==> config.mk <==
export PLATFORM = sky130hd
export DESIGN_NAME = store_buffer_param
export DESIGN_NICKNAME = d
export VERILOG_FILES = /design/src/rtl/store_buffer_param_pkg.sv /design/src/rtl/store_buffer_param_forward.sv /design/src/rtl/store_buffer_param.sv
export SDC_FILE = /design/constraint.sdc
export NUM_CORES = 1
export LEC_CHECK = 0
export CAP_MARGIN = 0
export CELL_PAD_IN_SITES_DETAIL_PLACEMENT = 0
export CELL_PAD_IN_SITES_GLOBAL_PLACEMENT = 1
export CORE_AREA = 2 2 206 208
export CTS_CLUSTER_SIZE = 25
export DETAILED_ROUTE_END_ITERATION = 8
export DIE_AREA = 0 0 208 210
export PLACE_DENSITY_LB_ADDON = 0.3
export REMOVE_ABC_BUFFERS = 1
export SLEW_MARGIN = 0
export SYNTH_ARGS = -nofsm -noshare
export SYNTH_HDL_FRONTEND = slang
export SYNTH_HIERARCHICAL = 1
export SYNTH_SLANG_ARGS = --single-unit
==> constraint.sdc <==
create_clock -name clk -period 15.2 [get_ports clk]
set_input_delay 2.28 -clock clk [delete_from_list [all_inputs] [get_ports clk]]
set_output_delay 2.28 -clock clk [all_outputs]
set_load 0.02 [all_outputs]
==> src/rtl/store_buffer_param_pkg.sv <==
// Shared word/byte geometry and drain-handshake state for the store buffer.
`ifndef WORD_SIZE
`define WORD_SIZE 32
`endif

package store_buffer_param_pkg;

    localparam int WORD_SIZE  = `WORD_SIZE;
    localparam int BYTE_OFF_W = 2;

    typedef enum logic {
        DRAIN_IDLE = 1'b0,
        DRAIN_WAIT = 1'b1
    } drain_state_e;

endpackage

==> src/rtl/store_buffer_param_forward.sv <==
// Load-forwarding search over buffered stores, youngest match wins.
// Entries arrive in age order: index 0 is the oldest.
module sb_forward_match
    import store_buffer_param_pkg::*;
#(
    parameter int DEPTH  = 4,
    parameter int DWIDTH = WORD_SIZE,
    parameter int AWIDTH = WORD_SIZE
) (
    input  logic [DEPTH-1:0]             valid_i,
    input  logic [DEPTH-1:0][AWIDTH-1:0] addr_i,
    input  logic [DEPTH-1:0][DWIDTH-1:0] data_i,
    input  logic [DEPTH-1:0]             byte_i,
    input  logic                         ld_valid,
    input  logic [AWIDTH-1:0]            ld_addr,
    input  logic                         ld_byte,
    output logic                         hit,
    output logic                         conflict,
    output logic [DWIDTH-1:0]            data
);

    logic                  found;
    logic [DWIDTH-1:0]     m_data;
    logic                  m_byte;
    logic [BYTE_OFF_W-1:0] m_off;
    logic [BYTE_OFF_W-1:0] ld_off;

    assign ld_off = ld_addr[BYTE_OFF_W-1:0];

    always_comb begin
        found  = 1'b0;
        m_data = '0;
        m_byte = 1'b0;
        m_off  = '0;
        // Later (younger) matches overwrite earlier ones.
        for (int i = 0; i < DEPTH; i++) begin
            if (valid_i[i] && addr_i[i][AWIDTH-1:BYTE_OFF_W] == ld_addr[AWIDTH-1:BYTE_OFF_W]) begin
                found  = 1'b1;
                m_data = data_i[i];
                m_byte = byte_i[i];
                m_off  = addr_i[i][BYTE_OFF_W-1:0];
            end
        end
    end

    always_comb begin
        hit      = 1'b0;
        conflict = 1'b0;
        data     = '0;
        if (ld_valid && found) begin
            if (!m_byte) begin
                hit  = 1'b1;
                data = ld_byte ? DWIDTH'(m_data[{ld_off, 3'b000} +: 8]) : m_data;
            end else if (ld_byte && m_off == ld_off) begin
                hit  = 1'b1;
                data = DWIDTH'(m_data[7:0]);
            end else begin
                // Byte entry covers only part of what the load needs.
                conflict = 1'b1;
            end
        end
    end

endmodule

==> src/rtl/store_buffer_param.sv <==
// Circular store buffer with lazy/eager drain to the dcache and load forwarding.
module store_buffer_param
    import store_buffer_param_pkg::*;
#(
    parameter int DEPTH   = 4,
    parameter int DWIDTH  = WORD_SIZE,
    parameter int AWIDTH  = WORD_SIZE,
    parameter int EAGER   = 1,
    parameter int HIGH_WM = DEPTH - 1
) (
    input  logic                       clk,
    input  logic                       rst,
    input  logic                       st_valid,
    input  logic [AWIDTH-1:0]          st_addr,
    input  logic [DWIDTH-1:0]          st_data,
    input  logic                       st_byte,
    output logic                       st_ready,
    input  logic                       ld_valid,
    input  logic [AWIDTH-1:0]          ld_addr,
    input  logic                       ld_byte,
    output logic                       ld_hit,
    output logic [DWIDTH-1:0]          ld_data,
    output logic                       ld_conflict,
    output logic                       mem_req,
    output logic [AWIDTH-1:0]          mem_addr,
    output logic [DWIDTH-1:0]          mem_data,
    output logic                       mem_byte,
    input  logic                       mem_ack,
    input  logic                       flush,
    output logic                       sb_empty,
    output logic [$clog2(DEPTH+1)-1:0] count,
    output logic                       sb_stall
);

    localparam int           PW        = $clog2(DEPTH);
    localparam int           CW        = $clog2(DEPTH + 1);
    localparam logic [CW-1:0] DEPTH_C  = CW'(DEPTH);
    localparam logic [CW-1:0] HIGH_WM_C = CW'(HIGH_WM);
    localparam logic         EAGER_C   = (EAGER != 0);

    logic [PW-1:0]                head_q, head_d, tail_q, tail_d;
    logic [CW-1:0]                count_q, count_d;
    logic [DEPTH-1:0]             valid_q, valid_d;
    logic [DEPTH-1:0][AWIDTH-1:0] addr_q, addr_d;
    logic [DEPTH-1:0][DWIDTH-1:0] data_q, data_d;
    logic [DEPTH-1:0]             byte_q, byte_d;
    drain_state_e                 state_q, state_d;

    logic push, pop, drain_want;

    logic [DEPTH-1:0]             age_valid;
    logic [DEPTH-1:0][AWIDTH-1:0] age_addr;
    logic [DEPTH-1:0][DWIDTH-1:0] age_data;
    logic [DEPTH-1:0]             age_byte;

    always_comb begin
        st_ready   = (count_q != DEPTH_C);
        sb_empty   = (count_q == '0);
        push       = st_valid & st_ready;
        drain_want = EAGER_C | (count_q >= HIGH_WM_C) | flush | !ld_valid;
        // An outstanding request stays up until acked, whatever the load port does.
        mem_req    = (state_q == DRAIN_WAIT) | (!sb_empty & drain_want);
        pop        = mem_req & mem_ack;
        mem_addr   = mem_req ? addr_q[head_q] : '0;
        mem_data   = mem_req ? data_q[head_q] : '0;
        mem_byte   = mem_req ? byte_q[head_q] : 1'b0;
        state_d    = (mem_req && !mem_ack) ? DRAIN_WAIT : DRAIN_IDLE;
        sb_stall   = (st_valid & !st_ready) | ld_conflict;
        count      = count_q;
    end

    always_comb begin
        head_d  = head_q;
        tail_d  = tail_q;
        count_d = count_q;
        valid_d = valid_q;
        addr_d  = addr_q;
        data_d  = data_q;
        byte_d  = byte_q;
        if (pop) begin
            valid_d[head_q] = 1'b0;
            head_d          = head_q + 1'b1;
        end
        if (push) begin
            valid_d[tail_q] = 1'b1;
            addr_d[tail_q]  = st_addr;
            data_d[tail_q]  = st_byte ? DWIDTH'(st_data[7:0]) : st_data;
            byte_d[tail_q]  = st_byte;
            tail_d          = tail_q + 1'b1;
        end
        unique case ({push, pop})
            2'b10:   count_d = count_q + 1'b1;
            2'b01:   count_d = count_q - 1'b1;
            default: count_d = count_q;
        endcase
    end

    always_ff @(posedge clk) begin
        if (!rst) begin
            head_q  <= '0;
            tail_q  <= '0;
            count_q <= '0;
            valid_q <= '0;
            addr_q  <= '0;
            data_q  <= '0;
            byte_q  <= '0;
            state_q <= DRAIN_IDLE;
        end else begin
            head_q  <= head_d;
            tail_q  <= tail_d;
            count_q <= count_d;
            valid_q <= valid_d;
            addr_q  <= addr_d;
            data_q  <= data_d;
            byte_q  <= byte_d;
            state_q <= state_d;
        end
    end

    // Rotate storage so the search sees entries oldest-first.
    generate
        for (genvar gi = 0; gi < DEPTH; gi++) begin : g_age
            logic [PW-1:0] slot;
            assign slot          = head_q + PW'(gi);
            assign age_valid[gi] = valid_q[slot];
            assign age_addr[gi]  = addr_q[slot];
            assign age_data[gi]  = data_q[slot];
            assign age_byte[gi]  = byte_q[slot];
        end
    endgenerate

    sb_forward_match #(
        .DEPTH (DEPTH),
        .DWIDTH(DWIDTH),
        .AWIDTH(AWIDTH)
    ) u_fwd (
        .valid_i (age_valid),
        .addr_i  (age_addr),
        .data_i  (age_data),
        .byte_i  (age_byte),
        .ld_valid(ld_valid),
        .ld_addr (ld_addr),
        .ld_byte (ld_byte),
        .hit     (ld_hit),
        .conflict(ld_conflict),
        .data    (ld_data)
    );

endmodule

==> results.toml, run 1 <==
[status]
status = "complete, no violations"

[timing]
fmaxAchievable_mhz = 87.2
worst_slack_ns = 3.73
slew_headroom_pct = 28.2
worst_clock_skew_ns = 0.0237
finalCritPeriodShare_pct = 75.5
finalHoldViolations = 0
finalCriticalPeriod_ns = 11.47
slew_violations = 0
rsz0062_at_grt = "false"
setup_violations = 0
setup_tns_ns = 0
holdWs_ns = 0.484
worstMarginPinSlew_ns = 1.07

[detailed_routing]
detail_route.wl_per_cell_um = 21.4
vias = 16600
drc = 0
dr.pass1.iters = 5
drt-initial-drc-count = 1232
via_per_inst = 5.94
antenna_left = 0
wirelength_um = 59900

[place]
io_buffers = 208
place_congestion = 0.794
dp_hpwl_um = 38200
dpl_cell_area_um2 = 22200
placedCellCount = 2738
post-place-ws_ns = 4.42

[critical_path]
max_stage_delay_ns = 1.01
crit_path_end_kind = "output port"
required_ns = 12.92
critPathSlowestCell = "dfxtp_2"
setup.worst_path.start_class = "flip-flop"
worstSetupPathType = "reg -> out"
crit_chain = "inv_4 > ha_4 > buf_4 > mux4_2 > xnor2_1 > nand4_1 > nor4_1 > nand4_1 > buf_4 > and2_0 > buf_4 > a311oi_1 > xnor2_1 > a31oi_4 > nor2b_1 > o21bai_1 > clkdlybuf4s50_1"
crit_path_max_fanout = 82
path_common_cell = "buf_4"
cp.arrival_ns = 9.19

[clock_network]
clk_root_buffer_cell = "clkbuf_16"
cts_tree = "yes"
cts_setup_buffers = 0
numCtsBuffers = 35
cts.path.max_buffers = 3
htreeDepth = 2
clock_latency_ns = 0.55
clkTransAtPathRegs_ns = 0.05
cts_resized = 0
hold_buffers = 0
cts_sinks = 272

[cells_and_area]
mostFrequentLayoutCells = "333 x nand2_1, 270 x dfxtp_1, 262 x mux2i_1"
stdcell_count = 2795
nFillCells = 3730
diodes = 0
multi_input_area_um2 = 13700
layout.nets = 2350
fin_area_um2 = 23200
utilization_pct = 56.1
layout-drive-gt1-share_pct = 18.9
syn2layout_area_growth_pct = 15.5
final_common_cell = "nand2_1"
seq_area_um2 = 5450

[global_route]
grt_max_degree = 158
globalRouteMet2Util_pct = 44.3
overflow = 0
grt_pass1_vias = 16300
grt_use_met3_pct = 3.22
grt.busiest_layer = "met2"
gr-usage-all-layers_pct = 27.0
use_met1_pct = 37.2
grt_pass1_wl_um = 93800
antenna_found_initial = 0

[floorplanning]
die_y_um = 210
ioPinCount = 210
start_util_pct = 48.5
core_area_um2 = 41500
die_x_um = 208
rows = 75
die-area_um2 = 43700

[yosys]
synthArstFlopShare_pct = 0
yosys-top-cells-area = "dfxtp_1 27%, mux4_2 15%, mux2i_1 13%"
synth_top_area_cell = "dfxtp_1"
synth_ff_type = "dfxtp_1"
synth-seq-cells = 272
ys_types = 63
syn_area_um2 = 20100
synth_edf_count = 0
seq_area_frac_synth_pct = 27.1
netlist_instances = 2157
syn_area_per_cell_um2 = 9.33
yosysWarnings = 6
yosysTopAreaCellShare_pct = 27.1

[power]
power_mw = 2.91
power_density_nw_per_um2 = 125
ir_worst_vdd_mv = 0.133
leakage_nw = 8.15

[min_path]
hp-class = "reg -> reg"

[run]
max-cap-violations = 0
## worst max-delay path, delay by kind of cell (launching register included)
kind / cells / cell delay (ns)
AO/OA/AOI/OAI: 3 / 0.83
XOR/XNOR: 2 / 0.37
adder cells (fa/ha/maj): 1 / 0.85
buffers and inverters: 5 / 2.86
flip-flops: 1 / 1.01
multiplexers: 1 / 0.62
AND/OR/NAND/NOR: 5 / 1.89
## final timing paths
kind / startpoint / slack (ns) / end / cells after the start
max: head_q[1] / 3.73 / sb_stall / 17
min: addr_q[30] / 0.48 / addr_q[30] / 2
max reg2reg: head_q[1] / 12.43 / head_q[1] / 3
min reg2reg: addr_q[30] / 0.48 / addr_q[30] / 2
## sequential cells by signal, summed over array words and instances (netlist names)
register / cells
tail_q: 2
byte_q: 4
valid_q: 4
addr_q: 128
count: 3
head_q: 2
data_q: 128
state_q: 1
## synthesized netlist by cell type (3+ instances only)
master / n
a211oi_1: 7
a21boi_0: 5
a21o_1: 8
a21oi_1: 32
a32oi_1: 7
and2_1: 69
and3_1: 4
buf_1: 7
buf_2: 44
buf_6: 25
clkbuf_1: 107
dfxtp_1: 272
ha_1: 9
inv_1: 32
mux2_2: 195
mux2i_1: 262
mux4_2: 134
nand2_1: 333
nand3_1: 13
nand3b_1: 24
nand4_1: 26
nor2_1: 256
nor3_1: 11
nor3b_1: 3
nor4_1: 9
o211ai_1: 8
o21a_1: 30
o21ai_0: 51
o221ai_1: 7
o22ai_1: 7
xnor2_1: 96
xnor2_2: 3
xor2_1: 26
## cells by family after synthesis
group	share of synthesized area [%]
buffers and inverters	5.36
adder cells (fa/ha/maj)	0.659
AND/OR/NAND/NOR	16.7
multiplexers	38.9
AO/OA/AOI/OAI	5.71
flip-flops	27.1
XOR/XNOR	5.55
## where the power goes
part	internal, mW	leakage [nW]	switching, mW	total [mW]
Sequential	0.765	2.21	0.0868	0.852
Combinational	0.574	5.40	0.668	1.24
Clock	0.481	0.544	0.331	0.813
Total	1.82	8.15	1.09	2.91
## metal layers
metal  share of wire (%)  routed length [µm]
met5                   0                   0
met4                 2.7                1640
met3                 6.1                3670
met2                  47               28300
met1                  44               26300
## cell type report
cell class                      instances  share of cell area, %
Clock buffer                           48                   4.38
Inverter                               33                  0.544
Sequential cell                       272                   23.4
Clock inverter                          9                  0.301
Timing Repair Buffer                  229                   9.71
Tap cell                              539                   2.90
Multi-Input combinational cell       1665                   58.7
Note: power is estimated with default switching activity, not from simulation.
==> run 2: changes to the inputs <==
CORE_AREA = 2 2 215 217   (was 2 2 206 208)
DIE_AREA = 0 0 217 219   (was 0 0 208 210)
clock period = 11.8 ns   (was 15.2 ns; I/O delays follow)
==> run 2 against run 1 <==
Via count hardly changed. Sequential cell count stayed put. Total power is 30% higher. Non-clock buffer count is 2 higher. Routed wire length is 2.4% higher. Utilization is 4.2 points lower. Clock-buffer cell count is 5 higher. Design area is 0.51% higher. Final cell count is 2.4% higher.
==> results.toml, run 2 (synthesis results as in run 1) <==
[floorplanning]
die_x_um = 217
start_util_pct = 44.6
die_y_um = 219
die-area_um2 = 47500
core_area_um2 = 45100
rows = 78
ioPinCount = 210

[place]
dp_hpwl_um = 39700
io_buffers = 208
dpl_cell_area_um2 = 22200
place_congestion = 0.812

[detailed_routing]
maxUsedRoutingLayer = "met4"
wl_met2_um = 28500
via_per_inst = 5.80
wirelength_um = 61400
met3_length_um = 3530
wl_met1_um = 27200
detail_route.wl_per_cell_um = 21.4
drt-initial-drc-count = 1210
antenna_left = 0
vias = 16600
drc = 0
dr.pass1.iters = 5

[global_route]
grt_pass1_vias = 16300
grt_max_degree = 128
gr-usage-all-layers_pct = 25.6
antenna_found_initial = 0
grt_pass1_wl_um = 94800
overflow = 0

[timing]
slew_violations = 0
finalCriticalPeriod_ns = 9.95
slew_headroom_pct = 17.1
setup_tns_ns = 0
worst_clock_skew_ns = 0.0182
rsz0062_at_grt = "false"
finalHoldViolations = 0
setup_violations = 0
worstMarginPinSlew_ns = 1.24
finalCritPeriodShare_pct = 84.3
fmaxAchievable_mhz = 100

[critical_path]
crit_path_max_fanout = 51
setup.worst_path.start_class = "flip-flop"
r2r_end = "head_q[1]"
crit_end = "ld_data[11]"
worstSetupPathType = "reg -> out"
crit_path_end_kind = "output port"
cp.arrival_ns = 8.18
required_ns = 10.03
reg2reg_setup_slack_ns = 8.64
rr_worst_depth = 4
worstSetupStartpoint = "head_q[1]"
r2r-start = "head_q[1]"

[cells_and_area]
mostFrequentLayoutCells = "333 x nand2_1, 270 x dfxtp_1, 262 x mux2i_1"
multi_input_area_um2 = 13600
diodes = 0
layout-drive-gt1-share_pct = 18.9
final_common_cell = "nand2_1"
syn2layout_area_growth_pct = 16.1
nFillCells = 4127
layout.nets = 2352
fin_area_um2 = 23400
top_regs = "addr_q (128), data_q (128)"
seq_area_um2 = 5450

[clock_network]
cts_tree = "yes"
numCtsBuffers = 35
hold_buffers = 0
cts_sinks = 272
cts_resized = 0
htreeDepth = 2
cts_setup_buffers = 0
clk_root_buffer_cell = "clkbuf_16"
clock_latency_ns = 0.55
cts.path.max_buffers = 3
clkTransAtPathRegs_ns = 0.06

[run]
max-cap-violations = 0

[power]
ir_worst_vdd_mv = 0.136
power_density_nw_per_um2 = 161
leakage_nw = 8.16

[min_path]
hp-class = "reg -> reg"
holdPathStages = 2

[status]
status = "complete, no violations"
-- run 2: cell types whose count changed in the layout (fill, tap and decap cells not counted), sizes merged --
cell / change
clkbuf: +5
buf: +2
clkinv: -1
clkinvlp: +1
-- run 2: critical path, stage by stage (launching register included) --
cell and delay [ns]:
dfxtp_2 0.96, inv_4 0.35, ha_4 0.94, buf_4 0.58
mux4_2 0.39, xor2_1 0.15, nor4_1 0.45, nand4_1 0.37
nor2_4 0.79, buf_4 0.38, o31ai_2 0.23, nor2_1 0.14
nand2_1 0.65, nor3_1 0.52, clkdlybuf4s50_1 0.69
-- run 2: metal layers --
metal	global-route usage [%]	vias up
met5	0	-
met4	9.93	0
met3	3.27	132
met2	41.7	522
met1	34.8	8174
li1	-	7775
-- run 2: layout make-up --
cell class	instances	area share, %
multi-input combinational	1665	58.4
sequential	272	23.3
timing repair buffer	231	9.72
clock buffer	53	4.43
tap	600	3.21
inverter	33	0.541
clock inverter	9	0.359
-- run 2: how the worst min path moves through the flow --
stage / start / end / slack (ns)
finish: data_q[35] / data_q[35] / 0.48
global route: addr_q[74] / addr_q[74] / 0.50
CTS: data_q[41] / data_q[41] / 0.48
detailed placement: data_q[41] / data_q[41] / 0.47
global placement: data_q[121] / data_q[121] / 0.46
floorplan: addr_q[100] / addr_q[100] / 0.45
-- run 2: through the flow --
stage | setup WS, ns | power [mW] | hold slack [ns] | util [%] | instances
floorplan | -7.55 | 2.42 | 0.451 | - | 1970
global placement | 2.47 | 2.70 | 0.463 | 49.3 | 2801
detailed placement | 2.48 | 2.73 | 0.474 | 49.3 | 2801
CTS | 1.89 | 3.80 | 0.481 | 51.8 | 2863
global route | 1.42 | 3.96 | 0.501 | 51.8 | 2863
finish | 1.85 | 3.77 | 0.483 | 51.8 | 2863
-- run 2: power by group --
part	internal [mW]	switching, mW
registers	0.986	0.105
logic	0.741	0.877
clock network	0.629	0.431
